--- src/rtl/morse_pkg.sv ---
// Shared Morse definitions: FSM states, code constants and the character table.
package morse_pkg;

    localparam int CODE_W = 6;
    localparam int LEN_W  = 3;
    localparam int ELEM_W = 5;

    localparam logic [CODE_W-1:0] CODE_SPACE     = 6'd36;
    localparam logic [CODE_W-1:0] CODE_LAST_CHAR = 6'd35;

    typedef enum logic [2:0] {
        ST_IDLE,
        ST_MARK,
        ST_ELEM_GAP,
        ST_CHAR_GAP,
        ST_WORD_GAP
    } morse_state_e;

    // len = number of elements (0 = no pattern); elems bit i = element i, 1 = dash.
    typedef struct packed {
        logic [LEN_W-1:0]  len;
        logic [ELEM_W-1:0] elems;
    } morse_pat_t;

    function automatic morse_pat_t morse_lookup(input logic [CODE_W-1:0] code);
        morse_pat_t p;
        case (code)
            6'd0:  p = {3'd2, 5'b00010}; // A .-
            6'd1:  p = {3'd4, 5'b00001}; // B -...
            6'd2:  p = {3'd4, 5'b00101}; // C -.-.
            6'd3:  p = {3'd3, 5'b00001}; // D -..
            6'd4:  p = {3'd1, 5'b00000}; // E .
            6'd5:  p = {3'd4, 5'b00100}; // F ..-.
            6'd6:  p = {3'd3, 5'b00011}; // G --.
            6'd7:  p = {3'd4, 5'b00000}; // H ....
            6'd8:  p = {3'd2, 5'b00000}; // I ..
            6'd9:  p = {3'd4, 5'b01110}; // J .---
            6'd10: p = {3'd3, 5'b00101}; // K -.-
            6'd11: p = {3'd4, 5'b00010}; // L .-..
            6'd12: p = {3'd2, 5'b00011}; // M --
            6'd13: p = {3'd2, 5'b00001}; // N -.
            6'd14: p = {3'd3, 5'b00111}; // O ---
            6'd15: p = {3'd4, 5'b00110}; // P .--.
            6'd16: p = {3'd4, 5'b01011}; // Q --.-
            6'd17: p = {3'd3, 5'b00010}; // R .-.
            6'd18: p = {3'd3, 5'b00000}; // S ...
            6'd19: p = {3'd1, 5'b00001}; // T -
            6'd20: p = {3'd3, 5'b00100}; // U ..-
            6'd21: p = {3'd4, 5'b01000}; // V ...-
            6'd22: p = {3'd3, 5'b00110}; // W .--
            6'd23: p = {3'd4, 5'b01001}; // X -..-
            6'd24: p = {3'd4, 5'b01101}; // Y -.--
            6'd25: p = {3'd4, 5'b00011}; // Z --..
            6'd26: p = {3'd5, 5'b11111}; // 0 -----
            6'd27: p = {3'd5, 5'b11110}; // 1 .----
            6'd28: p = {3'd5, 5'b11100}; // 2 ..---
            6'd29: p = {3'd5, 5'b11000}; // 3 ...--
            6'd30: p = {3'd5, 5'b10000}; // 4 ....-
            6'd31: p = {3'd5, 5'b00000}; // 5 .....
            6'd32: p = {3'd5, 5'b00001}; // 6 -....
            6'd33: p = {3'd5, 5'b00011}; // 7 --...
            6'd34: p = {3'd5, 5'b00111}; // 8 ---..
            6'd35: p = {3'd5, 5'b01111}; // 9 ----.
            default: p = '0;            // word space and invalid codes carry no pattern
        endcase
        return p;
    endfunction

endpackage

--- src/rtl/morse_unit_timer.sv ---
// Morse unit timer: divides clk into units of DOT_CYCLES and counts units within a state.
module morse_unit_timer
    import morse_pkg::*;
#(
    parameter int DOT_CYCLES = 10000
) (
    input  logic       clk,
    input  logic       rst,
    input  logic       ena,
    input  logic       clear,
    output logic       unit_tick,
    output logic [1:0] unit_cnt
);

    localparam int CNT_W = (DOT_CYCLES > 1) ? $clog2(DOT_CYCLES) : 1;

    logic [CNT_W-1:0] cnt_q, cnt_d;
    logic [1:0]       units_q, units_d;
    logic             wrap;

    assign wrap      = (cnt_q == CNT_W'(DOT_CYCLES - 1));
    assign unit_tick = ena && wrap;
    assign unit_cnt  = units_q;

    // Next count: restart on clear, otherwise wrap each unit and bump the unit count.
    always_comb begin
        cnt_d   = cnt_q;
        units_d = units_q;
        if (clear) begin
            cnt_d   = '0;
            units_d = '0;
        end else if (wrap) begin
            cnt_d   = '0;
            units_d = units_q + 2'd1;
        end else begin
            cnt_d = cnt_q + CNT_W'(1);
        end
    end

    // Counter registers, frozen while ena is low.
    always_ff @(posedge clk) begin
        if (rst) begin
            cnt_q   <= '0;
            units_q <= '0;
        end else if (ena) begin
            cnt_q   <= cnt_d;
            units_q <= units_d;
        end
    end

endmodule

--- src/rtl/morse_char_encoder.sv ---
// Morse character encoder: keys one accepted character code out as timed marks and spaces.
module morse_char_encoder
    import morse_pkg::*;
#(
    parameter int DOT_CYCLES = 10000,
    parameter int TONE_DIV   = 50000
) (
    input  logic              clk,
    input  logic              rst,
    input  logic              ena,
    input  logic              in_valid,
    input  logic [CODE_W-1:0] in_code,
    output logic              in_ready,
    output logic              key_out,
    output logic              tone_out,
    output logic              busy,
    output logic              err
);

    localparam int TONE_W = (TONE_DIV > 1) ? $clog2(TONE_DIV) : 1;

    morse_state_e      state_q, state_d;
    logic [LEN_W-1:0]  len_q, len_d;
    logic [ELEM_W-1:0] elems_q, elems_d;
    logic              key_out_q, key_out_d;
    logic              err_q, err_d;
    logic [TONE_W-1:0] tone_cnt_q, tone_cnt_d;
    logic              tone_ph_q, tone_ph_d;

    morse_pat_t pat;
    logic       accept;
    logic       unit_tick;
    logic [1:0] unit_cnt;
    logic [1:0] mark_last;
    logic       timer_clear;

    assign pat         = morse_lookup(in_code);
    assign in_ready    = (state_q == ST_IDLE);
    assign accept      = in_valid && in_ready && ena;
    assign mark_last   = elems_q[0] ? 2'd2 : 2'd0;
    assign timer_clear = (state_d != state_q) || (state_q == ST_IDLE);

    assign key_out  = key_out_q;
    assign tone_out = key_out_q & tone_ph_q;
    assign busy     = (state_q != ST_IDLE);
    assign err      = err_q;

    morse_unit_timer #(
        .DOT_CYCLES (DOT_CYCLES)
    ) u_timer (
        .clk       (clk),
        .rst       (rst),
        .ena       (ena),
        .clear     (timer_clear),
        .unit_tick (unit_tick),
        .unit_cnt  (unit_cnt)
    );

    // Next state, element shift and error pulse; key_out follows the next state so it is registered.
    always_comb begin
        state_d = state_q;
        len_d   = len_q;
        elems_d = elems_q;
        err_d   = 1'b0;
        case (state_q)
            ST_IDLE: begin
                if (accept) begin
                    if (in_code == CODE_SPACE) begin
                        state_d = ST_WORD_GAP;
                    end else if (in_code <= CODE_LAST_CHAR) begin
                        state_d = ST_MARK;
                        len_d   = pat.len;
                        elems_d = pat.elems;
                    end else begin
                        err_d = 1'b1;
                    end
                end
            end
            ST_MARK: begin
                if (unit_tick && (unit_cnt == mark_last)) begin
                    if (len_q > 3'd1) begin
                        state_d = ST_ELEM_GAP;
                        len_d   = len_q - 3'd1;
                        elems_d = elems_q >> 1;
                    end else begin
                        state_d = ST_CHAR_GAP;
                    end
                end
            end
            ST_ELEM_GAP: begin
                if (unit_tick && (unit_cnt == 2'd0)) state_d = ST_MARK;
            end
            ST_CHAR_GAP: begin
                if (unit_tick && (unit_cnt == 2'd2)) state_d = ST_IDLE;
            end
            ST_WORD_GAP: begin
                if (unit_tick && (unit_cnt == 2'd3)) state_d = ST_IDLE;
            end
            default: state_d = ST_IDLE;
        endcase
        key_out_d = (state_d == ST_MARK);
    end

    // Free-running sidetone divider; phase flips once per TONE_DIV enabled cycles.
    always_comb begin
        tone_cnt_d = tone_cnt_q + TONE_W'(1);
        tone_ph_d  = tone_ph_q;
        if (tone_cnt_q == TONE_W'(TONE_DIV - 1)) begin
            tone_cnt_d = '0;
            tone_ph_d  = ~tone_ph_q;
        end
    end

    // Control registers: reset wins, otherwise everything holds while ena is low.
    always_ff @(posedge clk) begin
        if (rst) begin
            state_q    <= ST_IDLE;
            len_q      <= '0;
            key_out_q  <= 1'b0;
            err_q      <= 1'b0;
            tone_cnt_q <= '0;
            tone_ph_q  <= 1'b0;
        end else if (ena) begin
            state_q    <= state_d;
            len_q      <= len_d;
            key_out_q  <= key_out_d;
            err_q      <= err_d;
            tone_cnt_q <= tone_cnt_d;
            tone_ph_q  <= tone_ph_d;
        end
    end

    // Element shift register holds pattern data only and is qualified by state, so it needs no reset.
    always_ff @(posedge clk) begin
        if (ena) begin
            elems_q <= elems_d;
        end
    end

endmodule
--- config.mk ---
export PLATFORM = sky130hd
export DESIGN_NAME = morse_char_encoder
export DESIGN_NICKNAME = d
export VERILOG_FILES = /design/src/rtl/morse_pkg.sv /design/src/rtl/morse_unit_timer.sv /design/src/rtl/morse_char_encoder.sv
export SDC_FILE = /design/constraint.sdc
export NUM_CORES = 1
export LEC_CHECK = 0
export BUFFER_PORTS_ARGS = -buffer_cell sky130_fd_sc_hd__buf_4
export CAP_MARGIN = 15
export CORE_MARGIN = 3
export CORE_UTILIZATION = 40
export DETAILED_ROUTE_END_ITERATION = 16
export SETUP_SLACK_MARGIN = 0.02
export SKIP_CTS_REPAIR_TIMING = 1
export SLEW_MARGIN = 20
export SYNTH_ARGS = -nofsm -noshare
export SYNTH_HDL_FRONTEND = slang
export SYNTH_SLANG_ARGS = --single-unit
--- constraint.sdc ---
create_clock -name clk -period 3.2 [get_ports clk]
set_input_delay 0.48 -clock clk [delete_from_list [all_inputs] [get_ports clk]]
set_output_delay 0.48 -clock clk [all_outputs]
set_load 0.02 [all_outputs]
==> insert_results.sql, run 1 <==
INSERT INTO impl_metrics (metric_group, metric, value, unit) VALUES
('status', 'status', 'finished, final reports clean', ''),
('setup_path', 'timing.critical_path.slowest_cell_delay', '0.37', 'ns'),
('grt', 'antenna_found_initial', '0', ''),
('placed_design', 'gp_congestion', '0.919', ''),
('floorplanning', 'die_height', '91.1', 'um'),
('route', 'antenna_violating_nets_post_route', '0', ''),
('cells_and_area', 'diodes', '0', ''),
('clocking', 'clock_tree.htree_level_count', '2', ''),
('placed_design', 'standard_cell_area_after_detailed_placement', '3030', 'um^2'),
('yosys', 'netlist_area_before_placement', '2900', 'um^2'),
('setup_path', 'worstPathBufferInverterCount', '0', ''),
('route', 'firstDrtPassIters', '4', ''),
('route', 'drt-wirelength-per-cell', '13.0', 'um'),
('setup_path', 'crit_slowest_cell', 'dfxtp_1', ''),
('setup_path', 'setup.worst_path.end_class', 'register', ''),
('yosys', 'postSynth.asyncResetShare', '0', ''),
('timing', 'worst_slew_pin_slew', '0.547', 'ns'),
('power_and_ir_drop', 'p_leak', '1.14', 'nW'),
('floorplanning', 'row_count', '30', ''),
('yosys', 'synth_enable_flop_cells', '5', ''),
('cells_and_area', 'nets', '361', ''),
('clocking', 'clock_tree.root_cell', 'clkbuf_8', ''),
('setup_path', 'path_common_cell', 'and4_4', ''),
('route', 'routed-via-count', '2287', ''),
('power_and_ir_drop', 'p_sw', '0.324', 'mW'),
('timing', 'timing.clock.skew', '0.00898', 'ns'),
('grt', 'grt_first_pass_wirelength', '9470', 'um'),
('timing', 'worst_max_slew_margin_expressed_relative_to_the_limit', '0.635', ''),
('placed_design', 'post-place-cells', '427', ''),
('clocking', 'clk_sink_count', '46', ''),
('route', 'initialDrtViolationCount', '167', ''),
('cells_and_area', 'final_cell_count_no_fill', '435', ''),
('timing', 'max_freq', '487', 'MHz'),
('power_and_ir_drop', 'irDropWorstVdd', '0.265', 'mV'),
('yosys', 'yosys.area_share.simple', '0.286', ''),
('placed_design', 'dpl.hpwl', '4080', 'um'),
('yosys', 'synth-seq-cells', '46', ''),
('power_and_ir_drop', 'power_report.internal_total', '0.870', 'mW'),
('run', 'cap_viol_max_count', '0', ''),
('grt', 'groute.usage.overall', '0.136', ''),
('grt', 'grt_overflow_total', '0', ''),
('clocking', 'clk_pin_slew_worst_paths', '0.10', 'ns'),
('power_and_ir_drop', 'power_frac_seq', '0.508', ''),
('clocking', 'number_of_cts_inserted_buffers', '5', ''),
('timing', 'finalHoldViolCount', '0', ''),
('grt', 'grt_use_met1', '0.205', ''),
('yosys', 'main_combinational_cell_family_by_area_after_synthesis', 'simple AND/OR/NAND/NOR gates', ''),
('timing', 'rsz0062_at_grt', 'no', ''),
('power_and_ir_drop', 'combPwrFrac', '0.149', ''),
('floorplanning', 'boundaryPins', '15', ''),
('worst_hold_path', 'min-delay-path-class', 'input port to register', ''),
('placed_design', 'io_buffer_count', '14', ''),
('yosys', 'mappedNetlistNets', '357', ''),
('clocking', 'worstSkewPairLatency', '0.30', 'ns'),
('yosys', 'synth_warnings', '0', ''),
('yosys', 'synth_compound_gate_area_share', '0.164', ''),
('timing', 'setup_violations', '0', ''),
('timing', 'portion_of_the_clock_cycle_consumed_by_the_worst_path_in_the_final_layout', '0.641', ''),
('power_and_ir_drop', 'pwr_density_cell', '380', 'nW/um^2'),
('setup_path', 'startpoint_type', 'register', ''),
('grt', 'first_global_vias', '2006', ''),
('setup_path', 'cp_cell_sequence', 'ha_1 > and4_4 > and4_4 > a21o_1 > a31o_2 > a21o_4 > mux2i_1', ''),
('yosys', 'yosys.area_share.xor_xnor', '0.0785', ''),
('power_and_ir_drop', 'power.share.switching', '0.271', ''),
('route', 'residual_drc', '0', ''),
('yosys', 'postSynth.topFlopCell', 'dfxtp_1', ''),
('route', 'via_per_inst', '5.26', ''),
('grt', 'globalRouteMet2Util', '0.195', ''),
('grt', 'grt_busiest_layer', 'met1', ''),
('yosys', 'muxShareOfSynthArea', '0.0332', ''),
('floorplanning', 'die_width', '91.1', 'um');
-- layer usage --
metal	part of all wire	vias to the layer above
met1	0.52	1050
met4	0.014	0
met3	0.035	6
met5	0	-
li1	-	1195
met2	0.43	36
-- cell families after synthesis --
group / count (synthesis)
and+or+nand+nor: 142
AOI/OAI and AO/OA: 71
DFF: 46
buffers and inverters: 29
xor gates and xnor gates: 26
adders and majority gates: 13
muxes: 7
-- Yosys cell counts (4+ instances only) --
cell,count,share of area
mux2i_1,4,0.014
a21oi_1,18,0.031
a211oi_1,8,0.021
nand4_1,9,0.019
buf_2,5,0.0086
nor2_1,42,0.054
and2_1,4,0.0086
nand2_1,26,0.034
o21a_1,4,0.010
nor2b_1,6,0.013
and3_1,8,0.017
or3_1,5,0.011
edfxtp_1,5,0.052
inv_1,11,0.014
nor2_4,10,0.039
xor2_1,19,0.057
dfxtp_1,41,0.28
ha_1,13,0.056
xnor2_1,7,0.021
o21ai_0,11,0.019
clkbuf_1,11,0.014
nand3_1,10,0.017
-- cell type report --
type | instances | area [um^2]
multi-input cells | 259 | 1790
clock buffers | 6 | 93.8
inverters | 11 | 41.3
flip-flops and latches | 46 | 971
repair buffers | 15 | 113
clock inverters | 2 | 13.8
fillers | 705 | 3760
well taps | 96 | 120
-- power by group through the flow --
stage | Combinational (mW) | Sequential (mW) | Clock [mW]
6_report | 0.178 | 0.606 | 0.409
2_1_floorplan | 0.139 | 0.617 | 0
4_1_cts | 0.179 | 0.607 | 0.423
3_5_place_dp | 0.178 | 0.620 | 0
5_1_grt | 0.198 | 0.609 | 0.448
3_3_place_gp | 0.177 | 0.620 | 0
-- registers in the layout, indices dropped and copies added (netlist names) --
name	flops
u_timer.unit_cnt	2
tone_ph_q	1
elems_q	5
state_q	3
u_timer.cnt_q	14
err	1
key_out	1
len_q	3
tone_cnt_q	16
-- worst paths after layout --
| kind | start | end | slack, ns | cells past startpoint |
|---|---|---|---|---|
| worst max-delay path | u_timer.cnt_q[0] | u_timer.unit_cnt[0] | 1.15 | 7 |
| worst min-delay path | rst | tone_cnt_q[2] | 0.49 | 2 |
| worst max register to register | u_timer.cnt_q[0] | u_timer.unit_cnt[0] | 1.15 | 7 |
| worst min register to register | err | err | 0.49 | 2 |
-- per-stage QoR --
step | setup WS [ns] | hold WS, ns | util
after floorplan | 1.01 | 0.453 | -
after global placement | 0.974 | 0.470 | 0.439
after detailed placement | 0.930 | 0.478 | 0.439
after CTS | 1.12 | 0.478 | 0.455
after global routing | 0.971 | 0.477 | 0.455
final | 1.15 | 0.489 | 0.455
No activity file was read; power rests on OpenSTA's default activity.
==> run 2: changes to the inputs <==
==> constraint.sdc (replaced) <==
create_clock -name clk -period 1.85 [get_ports clk]
set_input_delay 0.2775 -clock clk [delete_from_list [all_inputs] [get_ports clk]]
set_output_delay 0.2775 -clock clk [all_outputs]
set_load 0.02 [all_outputs]
==> run 2 against run 1 <==
  * Setup slack worse by 1.1 ns
  * Maximum frequency rose by 14%
  * Combinational power rose by 120%
  * Count of clock-buffer cells in the layout is 1 lower
  * First-iteration DRC count shrank 25%
  * Sequential share of layout area is 3.3 points lower
  * Largest power group unchanged
==> insert_results.sql, run 2 (synthesized netlist as in run 1, its figures left out) <==
INSERT INTO impl_metrics (metric_group, metric, value, unit) VALUES
('timing', 'worst_max_slew_margin_expressed_relative_to_the_limit', '0.749', ''),
('status', 'status', 'finished, final reports clean', ''),
('route', 'firstDrtPassIters', '5', ''),
('cells_and_area', 'diodes', '0', ''),
('setup_path', 'critical_register_to_register_path_endpoint', 'u_timer.cnt_q[11]', ''),
('setup_path', 'setup.worst_path.end_class', 'register', ''),
('run', 'cap_viol_max_count', '0', ''),
('grt', 'maximum_number_of_pins_on_one_net_before_global_route_repair', '32', ''),
('route', 'via_per_inst', '5.14', ''),
('setup_path', 'r2r.worst_path.cells', '8', ''),
('floorplanning', 'die_width', '91.1', 'um'),
('cells_and_area', 'largest_register_ff_count', '16', ''),
('cells_and_area', 'commonest_non_fill_non_tap_cell_in_the_layout', 'buf_4', ''),
('setup_path', 'crit_cells', '8', ''),
('setup_path', 'critical_path_peak_fanout', '5', ''),
('setup_path', 'startpoint_type', 'register', ''),
('timing', 'portion_of_the_clock_cycle_consumed_by_the_worst_path_in_the_final_layout', '0.977', ''),
('power_and_ir_drop', 'p_total', '2.06', 'mW'),
('setup_path', 'worstPathArrival', '2.05', 'ns'),
('floorplanning', 'design.core.area', '6910', 'um^2'),
('cells_and_area', 'fill_cells', '682', ''),
('floorplanning', 'die_height', '91.1', 'um'),
('setup_path', 'cp_top_family', 'compound AO/OA/AOI/OAI gates', ''),
('clocking', 'worstSkewPairLatency', '0.30', 'ns'),
('setup_path', 'cp_data_required_time', '2.09', 'ns'),
('grt', 'antenna_found_initial', '0', ''),
('placed_design', 'pre_cts_ws', '-0.0857', 'ns'),
('cells_and_area', 'largest_registers', 'tone_cnt_q (16), u_timer.cnt_q (14), elems_q (5)', ''),
('power_and_ir_drop', 'combPwrFrac', '0.192', ''),
('grt', 'groute.layer.met3.usage', '0.0282', ''),
('power_and_ir_drop', 'irDropWorstVdd', '0.296', 'mV'),
('clocking', 'cts_tree', 'yes', ''),
('cells_and_area', 'regArea', '980', 'um^2'),
('setup_path', 'critPathLaunch', 'u_timer.cnt_q[0]', ''),
('clocking', 'number_of_cts_inserted_buffers', '5', ''),
('grt', 'groute.usage.overall', '0.153', ''),
('power_and_ir_drop', 'p_sw', '0.572', 'mW'),
('power_and_ir_drop', 'power.share.switching', '0.278', ''),
('cells_and_area', 'post-route-util', '0.513', ''),
('setup_path', 'setup_slack_reg_to_reg', '0.04', 'ns'),
('timing', 'rsz0062_at_grt', 'yes', ''),
('timing', 'slew_viol_final', '0', ''),
('setup_path', 'worstPathBufferInverterCount', '1', ''),
('timing', 'setup_violations', '0', ''),
('route', 'residual_drc', '0', ''),
('cells_and_area', 'area.growth.synth_to_final', '22.2', '%'),
('clocking', 'clk_sink_count', '46', ''),
('floorplanning', 'row_count', '30', ''),
('power_and_ir_drop', 'power_report.internal_total', '1.48', 'mW'),
('cells_and_area', 'layout.cells.most_common_list', 'buf_4 (46), nor2_1 (42), dfxtp_1 (36), nand2_1 (26), xor2_1 (19)', ''),
('power_and_ir_drop', 'clockPowerShare', '0.297', ''),
('floorplanning', 'initial_core_util', '0.420', ''),
('worst_hold_path', 'min-delay-path-class', 'input port to register', ''),
('power_and_ir_drop', 'p_leak', '1.35', 'nW'),
('setup_path', 'cp_cell_sequence', 'ha_4 > and4_4 > and4_4 > a21o_1 > a31o_4 > a21o_4 > buf_6 > nor2_4', ''),
('power_and_ir_drop', 'power_frac_seq', '0.511', ''),
('cells_and_area', 'biggest_register', 'tone_cnt_q', ''),
('grt', 'grt_busiest_layer', 'met2', ''),
('placed_design', 'gp_congestion', '0.804', ''),
('setup_path', 'worstReg2RegStart', 'u_timer.cnt_q[0]', ''),
('setup_path', 'crit_slowest_cell', 'dfxtp_4', ''),
('clocking', 'cts-root-to-sink-buffers', '2', ''),
('timing', 'final.min_clock_period', '1.81', 'ns'),
('timing', 'final.setup.worst_slack', '0.0424', 'ns'),
('cells_and_area', 'multi_input_area', '1850', 'um^2'),
('floorplanning', 'boundaryPins', '15', ''),
('timing', 'max_freq', '553', 'MHz'),
('route', 'antenna_violating_nets_post_route', '0', ''),
('route', 'initialDrtViolationCount', '126', ''),
('floorplanning', 'die-area', '8300', 'um^2'),
('grt', 'globalRouteMet2Util', '0.243', ''),
('clocking', 'clock_tree.root_cell', 'clkbuf_8', ''),
('timing', 'worst_slew_pin_slew', '0.368', 'ns'),
('grt', 'grt_overflow_total', '0', ''),
('route', 'drt-wirelength-per-cell', '13.2', 'um'),
('timing', 'timing.clock.skew', '0.00737', 'ns'),
('setup_path', 'crit_type', 'register to register', ''),
('placed_design', 'dpl.hpwl', '4570', 'um'),
('placed_design', 'io_buffer_count', '14', ''),
('clocking', 'clock_tree.htree_level_count', '2', ''),
('setup_path', 'path_common_cell', 'and4_4', ''),
('clocking', 'clk_pin_slew_worst_paths', '0.08', 'ns'),
('grt', 'grt_use_met1', '0.218', ''),
('setup_path', 'timing.critical_path.slowest_cell_delay', '0.37', 'ns'),
('timing', 'setup_total_negative_slack', '0', 'ns'),
('power_and_ir_drop', 'pwr_density_cell', '580', 'nW/um^2'),
('route', 'drt-total-wl', '6260', 'um'),
('timing', 'finalHoldViolCount', '0', ''),
('worst_hold_path', 'timing.hold.worst_path_depth', '2', ''),
('grt', 'first_global_vias', '2313', ''),
('cells_and_area', 'nets', '401', ''),
('route', 'routed-via-count', '2440', ''),
('grt', 'grt_first_pass_wirelength', '10800', 'um'),
('setup_path', 'timing.critical_path.to', 'u_timer.cnt_q[11]', ''),
('cells_and_area', 'drive_gt1_frac', '0.253', '');
-- run 2: routing by layer --
layer / vias to the layer above / part of all wire
met5: - / 0
met3: 5 / 0.024
met4: 0 / 0.0053
met2: 16 / 0.47
li1: 1284 / -
met1: 1135 / 0.51
-- run 2: worst min-delay path by stage --
stage / startpoint / to / slack (ns)
after CTS: rst / state_q[1] / 0.28
after detailed placement: tone_cnt_q[15] / tone_cnt_q[15] / 0.49
after global routing: rst / u_timer.cnt_q[0] / 0.28
after global placement: tone_cnt_q[15] / tone_cnt_q[15] / 0.47
after floorplan: rst / len_q[0] / 0.36
final: rst / u_timer.cnt_q[0] / 0.29
-- run 2: cell type report --
class                      instances  area share
tap                               96      0.0339
timing repair buffer              54       0.130
sequential                        46       0.276
inverter                          11      0.0117
multi-input combinational        260       0.523
clock inverter                     3     0.00565
clock buffer                       5      0.0194
-- run 2: metrics by stage --
step / instances / hold WS [ns] / cell area [um^2]
6_report: 475 / 0.290 / 3540
5_1_grt: 475 / 0.283 / 3540
4_1_cts: 468 / 0.280 / 3420
3_5_place_dp: 460 / 0.486 / 3330
3_3_place_gp: 460 / 0.473 / 3330
2_1_floorplan: 334 / 0.356 / 2930
-- run 2: power groups by stage --
stage / clock, mW / combinational [mW] / sequential, mW
floorplan: 0 / 0.244 / 1.07
global placement: 0 / 0.350 / 1.07
detailed placement: 0 / 0.352 / 1.08
CTS: 0.636 / 0.354 / 1.05
global route: 0.684 / 0.433 / 1.06
finish: 0.610 / 0.394 / 1.05
-- run 2: worst reg2reg max path: stages (launching register included) --
cell     delay (ns)
dfxtp_4        0.37
ha_4           0.16
and4_4         0.14
and4_4         0.18
a21o_1         0.19
a31o_4         0.24
a21o_4         0.25
buf_6          0.14
nor2_4         0.08
